`src/rtl/alsu_stream_if.sv`:
```
// alsu_stream_if: command and result streams of the pipelined ALSU.
//   master modport: command source / result consumer (drives the command
//                   fields, in_valid and out_ready).
//   slave modport:  the ALSU (drives in_ready, out_valid, out, invalid).
// The command fields are qualified by in_valid/in_ready. The result fields
// are qualified by out_valid/out_ready.
interface alsu_stream_if #(
    parameter int WIDTH = 3
);
    logic                 in_valid;
    logic                 in_ready;
    logic [WIDTH-1:0]     a;
    logic [WIDTH-1:0]     b;
    logic [2:0]           opcode;
    logic                 cin_in;
    logic                 serial_in;
    logic                 direction;
    logic                 red_op_a;
    logic                 red_op_b;
    logic                 bypass_a;
    logic                 bypass_b;
    logic                 out_valid;
    logic                 out_ready;
    logic [2*WIDTH-1:0]   out;
    logic                 invalid;

    modport master (
        output in_valid, a, b, opcode, cin_in, serial_in, direction,
               red_op_a, red_op_b, bypass_a, bypass_b, out_ready,
        input  in_ready, out_valid, out, invalid
    );

    modport slave (
        input  in_valid, a, b, opcode, cin_in, serial_in, direction,
               red_op_a, red_op_b, bypass_a, bypass_b, out_ready,
        output in_ready, out_valid, out, invalid
    );
endinterface

```
`src/rtl/alsu_stream.sv`:
```
// alsu_stream: two-stage pipelined ALSU on WIDTH-bit signed operands with
// valid/ready handshakes on both sides.
//   clk     rising-edge clock
//   rst     asynchronous, active-high reset
//   bus     alsu_stream_if slave: command stream in, result stream out
//   leds    zero after a valid result, inverted after each invalid result
//   err_cnt saturating count of invalid results
// Stage 1 registers the accepted command. Stage 2 computes the result and
// holds it in the output register. SHIFT and ROTATE take their operand from
// that output register, so they act on the previously loaded result.
module alsu_stream #(
    parameter int    WIDTH          = 3,
    parameter string INPUT_PRIORITY = "A",
    parameter string FULL_ADDER     = "ON",
    parameter int    LED_W          = 16,
    parameter int    ERR_W          = 8
) (
    input  logic             clk,
    input  logic             rst,
    alsu_stream_if.slave     bus,
    output logic [LED_W-1:0] leds,
    output logic [ERR_W-1:0] err_cnt
);
    localparam int RW      = 2 * WIDTH;
    localparam bit PRIO_B  = (INPUT_PRIORITY == "B");
    localparam bit ADD_CIN = (FULL_ADDER == "ON");

    typedef struct packed {
        logic [WIDTH-1:0] a;
        logic [WIDTH-1:0] b;
        logic [2:0]       opcode;
        logic             cin_in;
        logic             serial_in;
        logic             direction;
        logic             red_op_a;
        logic             red_op_b;
        logic             bypass_a;
        logic             bypass_b;
    } cmd_t;

    function automatic logic [RW-1:0] sext(input logic [WIDTH-1:0] v);
        return {{WIDTH{v[WIDTH-1]}}, v};
    endfunction

    cmd_t             cmd_in;
    cmd_t             s1;
    logic             s1_valid;
    logic             s2_load;
    logic             is_invalid;
    logic             use_red;
    logic [WIDTH-1:0] red_src;
    logic [RW-1:0]    a_ext;
    logic [RW-1:0]    b_ext;
    logic [RW-1:0]    byp_val;
    logic [RW-1:0]    result;

    assign cmd_in = '{a: bus.a, b: bus.b, opcode: bus.opcode, cin_in: bus.cin_in,
                      serial_in: bus.serial_in, direction: bus.direction,
                      red_op_a: bus.red_op_a, red_op_b: bus.red_op_b,
                      bypass_a: bus.bypass_a, bypass_b: bus.bypass_b};

    // Stage 2 accepts whenever its current result is empty or being consumed,
    // and stage 1 frees up on the same edge, which gives one command per cycle.
    assign s2_load      = s1_valid && (!bus.out_valid || bus.out_ready);
    assign bus.in_ready = !s1_valid || s2_load;

    assign a_ext = sext(s1.a);
    assign b_ext = sext(s1.b);

    // Reduction flags are only legal with OR/XOR; opcodes 6 and 7 are unused.
    assign is_invalid = (s1.opcode[2:1] == 2'b11) ||
                        ((s1.red_op_a || s1.red_op_b) && (s1.opcode[2:1] != 2'b00));
    assign use_red    = s1.red_op_a || s1.red_op_b;
    assign red_src    = (s1.red_op_a && s1.red_op_b) ? (PRIO_B ? s1.b : s1.a)
                                                      : (s1.red_op_a ? s1.a : s1.b);
    assign byp_val    = (s1.bypass_a && s1.bypass_b) ? (PRIO_B ? b_ext : a_ext)
                                                      : (s1.bypass_a ? a_ext : b_ext);

    always_comb begin
        // NOTE: default first so every path assigns result and no latch is inferred.
        result = '0;
        case (s1.opcode)
            3'd0: result = use_red ? RW'(|red_src) : sext(s1.a | s1.b);
            3'd1: result = use_red ? RW'(^red_src) : sext(s1.a ^ s1.b);
            3'd2: result = a_ext + b_ext + RW'(ADD_CIN && s1.cin_in);
            // Low half of the product of sign-extended operands is the full
            // signed product, which always fits in 2*WIDTH bits.
            3'd3: result = a_ext * b_ext;
            3'd4: result = s1.direction ? {bus.out[RW-2:0], s1.serial_in}
                                        : {s1.serial_in, bus.out[RW-1:1]};
            3'd5: result = s1.direction ? {bus.out[RW-2:0], bus.out[RW-1]}
                                        : {bus.out[0], bus.out[RW-1:1]};
            default: result = '0;
        endcase
        // Bypass overrides every opcode; an invalid command overrides bypass.
        if (s1.bypass_a || s1.bypass_b) result = byp_val;
        if (is_invalid) result = '0;
    end

    // NOTE: sequential state uses non-blocking assignments so every register
    // samples pre-edge values regardless of statement order.
    always_ff @(posedge clk or posedge rst) begin
        if (rst) begin
            // NOTE: the stage-1 payload is cleared too, so no stale command
            // survives a reset even though s1_valid already qualifies it.
            s1            <= '0;
            s1_valid      <= 1'b0;
            bus.out       <= '0;
            bus.out_valid <= 1'b0;
            bus.invalid   <= 1'b0;
            leds          <= '0;
            err_cnt       <= '0;
        end else begin
            if (bus.in_valid && bus.in_ready) begin
                s1       <= cmd_in;
                s1_valid <= 1'b1;
            end else if (s2_load) begin
                s1_valid <= 1'b0;
            end

            if (s2_load) begin
                bus.out       <= result;
                bus.out_valid <= 1'b1;
                bus.invalid   <= is_invalid;
                leds          <= is_invalid ? ~leds : '0;
                if (is_invalid && (err_cnt != {ERR_W{1'b1}}))
                    err_cnt <= err_cnt + ERR_W'(1);
            end else if (bus.out_ready) begin
                bus.out_valid <= 1'b0;
            end
        end
    end
endmodule

```
`src/flat_wrapper.sv`:
```
// flat-port wrapper written by rule: the top's interface ports become plain ports
module alsu_stream_flat 
#(
    parameter int    WIDTH          = 3,
    parameter string INPUT_PRIORITY = " ",
    parameter string FULL_ADDER     = "  ",
    parameter int    LED_W          = 16,
    parameter int    ERR_W          = 8
)
  (clk, rst, leds, err_cnt, bus_in_valid, bus_a, bus_b, bus_opcode, bus_cin_in, bus_serial_in, bus_direction, bus_red_op_a, bus_red_op_b, bus_bypass_a, bus_bypass_b, bus_out_ready, bus_in_ready, bus_out_valid, bus_out, bus_invalid);
  alsu_stream_if #(.WIDTH(WIDTH)) bus_i ();
  input  logic clk;
  input  logic rst;
  output logic [LED_W-1:0] leds;
  output logic [ERR_W-1:0] err_cnt;
  input wire logic [$bits(bus_i.in_valid)-1:0] bus_in_valid;
  input wire logic [$bits(bus_i.a)-1:0] bus_a;
  input wire logic [$bits(bus_i.b)-1:0] bus_b;
  input wire logic [$bits(bus_i.opcode)-1:0] bus_opcode;
  input wire logic [$bits(bus_i.cin_in)-1:0] bus_cin_in;
  input wire logic [$bits(bus_i.serial_in)-1:0] bus_serial_in;
  input wire logic [$bits(bus_i.direction)-1:0] bus_direction;
  input wire logic [$bits(bus_i.red_op_a)-1:0] bus_red_op_a;
  input wire logic [$bits(bus_i.red_op_b)-1:0] bus_red_op_b;
  input wire logic [$bits(bus_i.bypass_a)-1:0] bus_bypass_a;
  input wire logic [$bits(bus_i.bypass_b)-1:0] bus_bypass_b;
  input wire logic [$bits(bus_i.out_ready)-1:0] bus_out_ready;
  output wire logic [$bits(bus_i.in_ready)-1:0] bus_in_ready;
  output wire logic [$bits(bus_i.out_valid)-1:0] bus_out_valid;
  output wire logic [$bits(bus_i.out)-1:0] bus_out;
  output wire logic [$bits(bus_i.invalid)-1:0] bus_invalid;
  assign bus_i.in_valid = bus_in_valid;
  assign bus_i.a = bus_a;
  assign bus_i.b = bus_b;
  assign bus_i.opcode = bus_opcode;
  assign bus_i.cin_in = bus_cin_in;
  assign bus_i.serial_in = bus_serial_in;
  assign bus_i.direction = bus_direction;
  assign bus_i.red_op_a = bus_red_op_a;
  assign bus_i.red_op_b = bus_red_op_b;
  assign bus_i.bypass_a = bus_bypass_a;
  assign bus_i.bypass_b = bus_bypass_b;
  assign bus_i.out_ready = bus_out_ready;
  assign bus_in_ready = bus_i.in_ready;
  assign bus_out_valid = bus_i.out_valid;
  assign bus_out = bus_i.out;
  assign bus_invalid = bus_i.invalid;
  alsu_stream #(.WIDTH(WIDTH), .INPUT_PRIORITY(INPUT_PRIORITY), .FULL_ADDER(FULL_ADDER), .LED_W(LED_W), .ERR_W(ERR_W)) u_core (.clk(clk), .rst(rst), .bus(bus_i), .leds(leds), .err_cnt(err_cnt));
endmodule
```
`config.mk`:
```
export PLATFORM = sky130hd
export DESIGN_NAME = alsu_stream_flat
export DESIGN_NICKNAME = d
export VERILOG_FILES = /design/src/rtl/alsu_stream_if.sv /design/src/rtl/alsu_stream.sv /design/src/flat_wrapper.sv
export SDC_FILE = /design/constraint.sdc
export NUM_CORES = 1
export LEC_CHECK = 0
export ABC_CLOCK_PERIOD_IN_PS = 3200
export CELL_PAD_IN_SITES_DETAIL_PLACEMENT = 2
export CELL_PAD_IN_SITES_GLOBAL_PLACEMENT = 2
export CORE_UTILIZATION = 33
export CTS_CLUSTER_DIAMETER = 120
export CTS_CLUSTER_SIZE = 16
export DETAILED_ROUTE_END_ITERATION = 7
export PLACE_DENSITY_LB_ADDON = 0.3
export SLEW_MARGIN = 10
export SYNTH_ARGS = -nofsm -noshare
export SYNTH_HDL_FRONTEND = slang
export SYNTH_SLANG_ARGS = --single-unit
```
`constraint.sdc`:
```
create_clock -name clk -period 3.2 [get_ports clk]
set_input_delay 0.48 -clock clk [delete_from_list [all_inputs] [get_ports clk]]
set_output_delay 0.48 -clock clk [all_outputs]
set_load 0.05 [all_outputs]
```
==> results of run 1 <==
state kept, by name, summed over array words and instances, names as in the netlist, 3 cells and up:
| signal | cells |
|---|---|
| u_core.s1 | 9 |
| u_core.leds | 16 |
| u_core.bus.out | 6 |
| u_core.a_ext | 3 |
| u_core.err_cnt | 8 |
| u_core.b_ext | 3 |
logic make-up (layout without fill, tap and decap cells):
kind of cell	count (synthesis)	in the layout	share of synthesized area, %
AO/OA/AOI/OAI	49	49	12.6
XOR/XNOR	11	11	4.09
adder cells (fa/ha/maj)	19	19	10.2
buffers and inverters	27	77	4.28
flip-flops	48	48	44.6
multiplexers	29	29	11.6
AND/OR/NAND/NOR	72	72	12.6
placed cells by master, fill, tap and decap left out, types with 2 or more instances in the layout:
cell type        Yosys  routed
nand3_1              3       3
ha_1                14      14
xor2_1               7       7
buf_4                0       3
dfrtp_1             48      48
clkbuf_8             0       5
o21ai_1              3       3
nor3b_1              2       2
inv_1               16      15
a21oi_1              4       4
mux2i_1             12      12
mux2_2              17      17
nor2_1              16      16
nor2b_1              3       3
fa_1                 5       5
o21ai_0             18      18
nand2b_1             5       5
clkdlybuf4s50_1      0      51
xnor2_1              3       3
nor4_1               3       3
a31oi_1              3       3
a2111oi_0            5       5
nand2_1             32      32
worst min path at each step:
stage	from	end	cells after the start
after floorplan	u_core.s1[5]	u_core.s1[5]	1
after CTS	u_core.leds[7]	u_core.leds[7]	1
after global placement	u_core.bus.invalid	u_core.bus.invalid	2
final	u_core.leds[2]	u_core.leds[2]	1
after global routing	u_core.leds[7]	u_core.leds[7]	1
after detailed placement	u_core.leds[7]	u_core.leds[7]	1
power groups by stage:
stage	logic (mW)	registers [mW]	clock network, mW
final	1.30	0.961	0.349
after global placement	1.27	0.961	0
after CTS	1.32	0.966	0.365
after floorplan	0.470	1.35	0
after global routing	1.40	0.993	0.387
after detailed placement	1.32	0.975	0
per-stage QoR:
stage | power [mW] | util, %
global placement | 2.23 | 42.2
finish | 2.61 | 43.2
detailed placement | 2.29 | 42.2
floorplan | 1.82 | -
CTS | 2.65 | 43.2
global route | 2.78 | 43.2
cell type report:
| type | instances | share of cell area [%] |
|---|---|---|
| Multi-Input combinational cell | 180 | 40.7 |
| Sequential cell | 48 | 35.6 |
| Timing Repair Buffer | 54 | 15.8 |
| Tap cell | 102 | 3.78 |
| Clock buffer | 6 | 2.15 |
| Inverter | 16 | 1.78 |
| Clock inverter | 1 | 0.148 |
routing by layer:
metal | wire, um | share of wire [%] | vias to the layer above
met5 | 0 | 0 | -
met4 | 53 | 0.75 | 0
met3 | 183 | 2.6 | 4
met2 | 3610 | 51 | 30
met1 | 3250 | 46 | 1079
li1 | - | - | 987
==> qor.log, run 1 <==
[setup_path] endpoint kind of the worst setup timing path flop
[drt] final wirelength 7100 um
[setup_path] kind of start point of the critical path flop
[layout] cell area after layout 0.00337 mm2
[power_and_ir_drop] power share of the combinational group 49.8%
[floorplan] core region area 0.00781 mm2
[timing] post-route worst hold slack 0.499 ns
[setup_path] total stage count of the critical path 10
[setup_path] WP data arrival 3.15 ns
[timing] setup repair after global routing missed its margin no
[min_path] hold crit path type reg2reg
[yosys] number of enable-type register cells in the synthesized netlist 0
[floorplan] site row count 32
[floorplan] top-level port count 53
[yosys] mean cell area of the mapped netlist 10.6 um2
[clock_network] maximum clock path buffer count 2
[drt] routed len/inst 17.4 um
[job] max-capacitance violation count 0
[placement] RePlAce Congestion 0.789
[power_and_ir_drop] clock network fraction of total power 13.4%
[setup_path] standard cell with the maximum stage delay on the critical path fa_1
[floorplan] Die Y 92.3 um
[placement] HPWL reported at the end of detailed placement 5420 um
[grt] pin count of the biggest net entering global routing 33
[power_and_ir_drop] switching share of power 46.3%
[yosys] number of synthesized register bits 48
[timing] final worst-path cycle share 92.0%
[power_and_ir_drop] leakage power 1.50 nW
[setup_path] startpoint of the worst setup timing path u_core.a_ext[2]
[setup_path] worst reg2reg path endpoint u_core.bus.out[5]
[layout] post-route insts no fill 407
[layout] filler cell count 839
[clock_network] CTS clock-pin slew for the worst setup and hold paths 0.09 ns
[grt] met2 track demand over resource 30.9%
[yosys] leading cell type by number of instances after synthesis dfrtp_1
[timing] post-route clock skew 0.00668 ns
[grt] via count of the first global-routing pass 2,309
[setup_path] cell family with the largest share of critical-path delay adder cells
[setup_path] cells on worst reg2reg path 10
[yosys] Yosys warning count 0
[timing] Max-slew headroom 37.8%
[setup_path] Data required, critical path 3.41 ns
[setup_path] FF-to-FF Start u_core.a_ext[2]
[placement] cell count after placement 400
[clock_network] TritonCTS clock tree yes
[layout] layout overhead on the synthesized area 25.4%
[yosys] share of Yosys cell area claimed by the top area cell type 44.6%
[yosys] largest cells by area after synthesis dfrtp_1 (45%), mux2_2 (7.1%), ha_1 (6.5%)
[drt] number of optimization iterations in the first detailed-route pass 4
[yosys] ys async rst share 100%
[yosys] commonest cells in the synthesized netlist dfrtp_1 (48), nand2_1 (32), o21ai_0 (18)
[timing] final critical path time including I/O delays and setup 2.94 ns
[power_and_ir_drop] power share of the sequential group 36.8%
[timing] maximum operating frequency 0.340 GHz
[yosys] cell accounting for the most synthesized area dfrtp_1
[drt] DRC viols 0
[outcome] result of the run completed
[timing] fin. max-slew vios 0
[grt] wire length of the first global-routing pass 11,900 um
[setup_path] worst path buffer plus inverter count 1
[timing] final number of hold-violating endpoints 0
[setup_path] ordered cell list for the critical path nand2_1 > fa_1 > inv_1 > ha_1 > ha_1 > fa_1 > xnor3_1 > xor2_1 > nand2_1 > a32oi_1
[clock_network] Resized cells post-CTS 0
[layout] final net count 344
[clock_network] number of buffers inserted by post-CTS setup repair 0
[yosys] synthesized netlist net count 294
[yosys] number of standard cells after synthesis 255
[setup_path] Crit Path Category reg2reg
[layout] multi-input gate area in the final layout 0.00138 mm2
[placement] dpl ws 0.240 ns
[timing] setup TNS 0 ns
[setup_path] crit-path max cell delay 0.56 ns
[clock_network] master cell of the clock root buffer clkbuf_8
[floorplan] die footprint 0.00852 mm2
[grt] all-layer global routing usage 18.0%
[setup_path] setup slack of the most critical reg-to-reg path 0.26 ns
[clock_network] Clock H-tree levels 2
[power_and_ir_drop] total internal power 1.40 mW
[timing] transition at the pin with the smallest max-transition slack 0.931 ns
[placement] placed cell areas 0.00330 mm2
[clock_network] CTS sink cnt 48
[setup_path] critical path fanouts, max 9
[yosys] predominant post-synthesis flop cell dfrtp_1
[placement] input/output buffers 51
[drt] Vias per Instance 5.16
[drt] detailed-route via count 2,100
[layout] number of antenna cells inserted 0
[floorplan] chip width 92.3 um
[power_and_ir_drop] total power divided by cell area 774 mW/mm2
[grt] global routing usage on met1 23.6%
[yosys] cell area after technology mapping 0.00269 mm2
[clock_network] clk_lat worst skew 0.30 ns
[setup_path] Critical path destination u_core.bus.out[5]
[drt] drt initial violations 58
[floorplan] effective utilization at floorplan 34.5%
[clock_network] cts bufs inserted 5
[layout] register area 0.00120 mm2
[grt] initial antenna violation count 0
[layout] share of layout cells above drive strength 1 9.84%
[timing] Final WS setup 0.257 ns
[yosys] proportion of synthesized chip area in sequential cells 44.6%
[grt] grt ovf 0
[power_and_ir_drop] maximum vdd drop 0.457 mV
[grt] routing layer with the top usage in global route met2
[yosys] count of distinct cell types in the synthesized netlist 48
[clock_network] count of hold-fix buffers inserted at cts 0
[power_and_ir_drop] net switching power figure 1.21 mW
[drt] antenna violation net count after detailed routing 0
[grt] GRT met3 Usage 3.12%
[timing] Final Setup Violations 0
Power figures use the tool's default switching activity.
==> run 2, diff against run 1 <==
--- a/config.mk
+++ b/config.mk
@@ -13,7 +13,7 @@
 export CTS_CLUSTER_SIZE = 16
 export DETAILED_ROUTE_END_ITERATION = 7
 export PLACE_DENSITY_LB_ADDON = 0.3
-export SLEW_MARGIN = 10
+export SLEW_MARGIN = 20
 export SYNTH_ARGS = -nofsm -noshare
 export SYNTH_HDL_FRONTEND = slang
 export SYNTH_SLANG_ARGS = --single-unit
==> results of run 2 <==
Same layout as run 1: the final DEF is identical, and so are final timing and power.
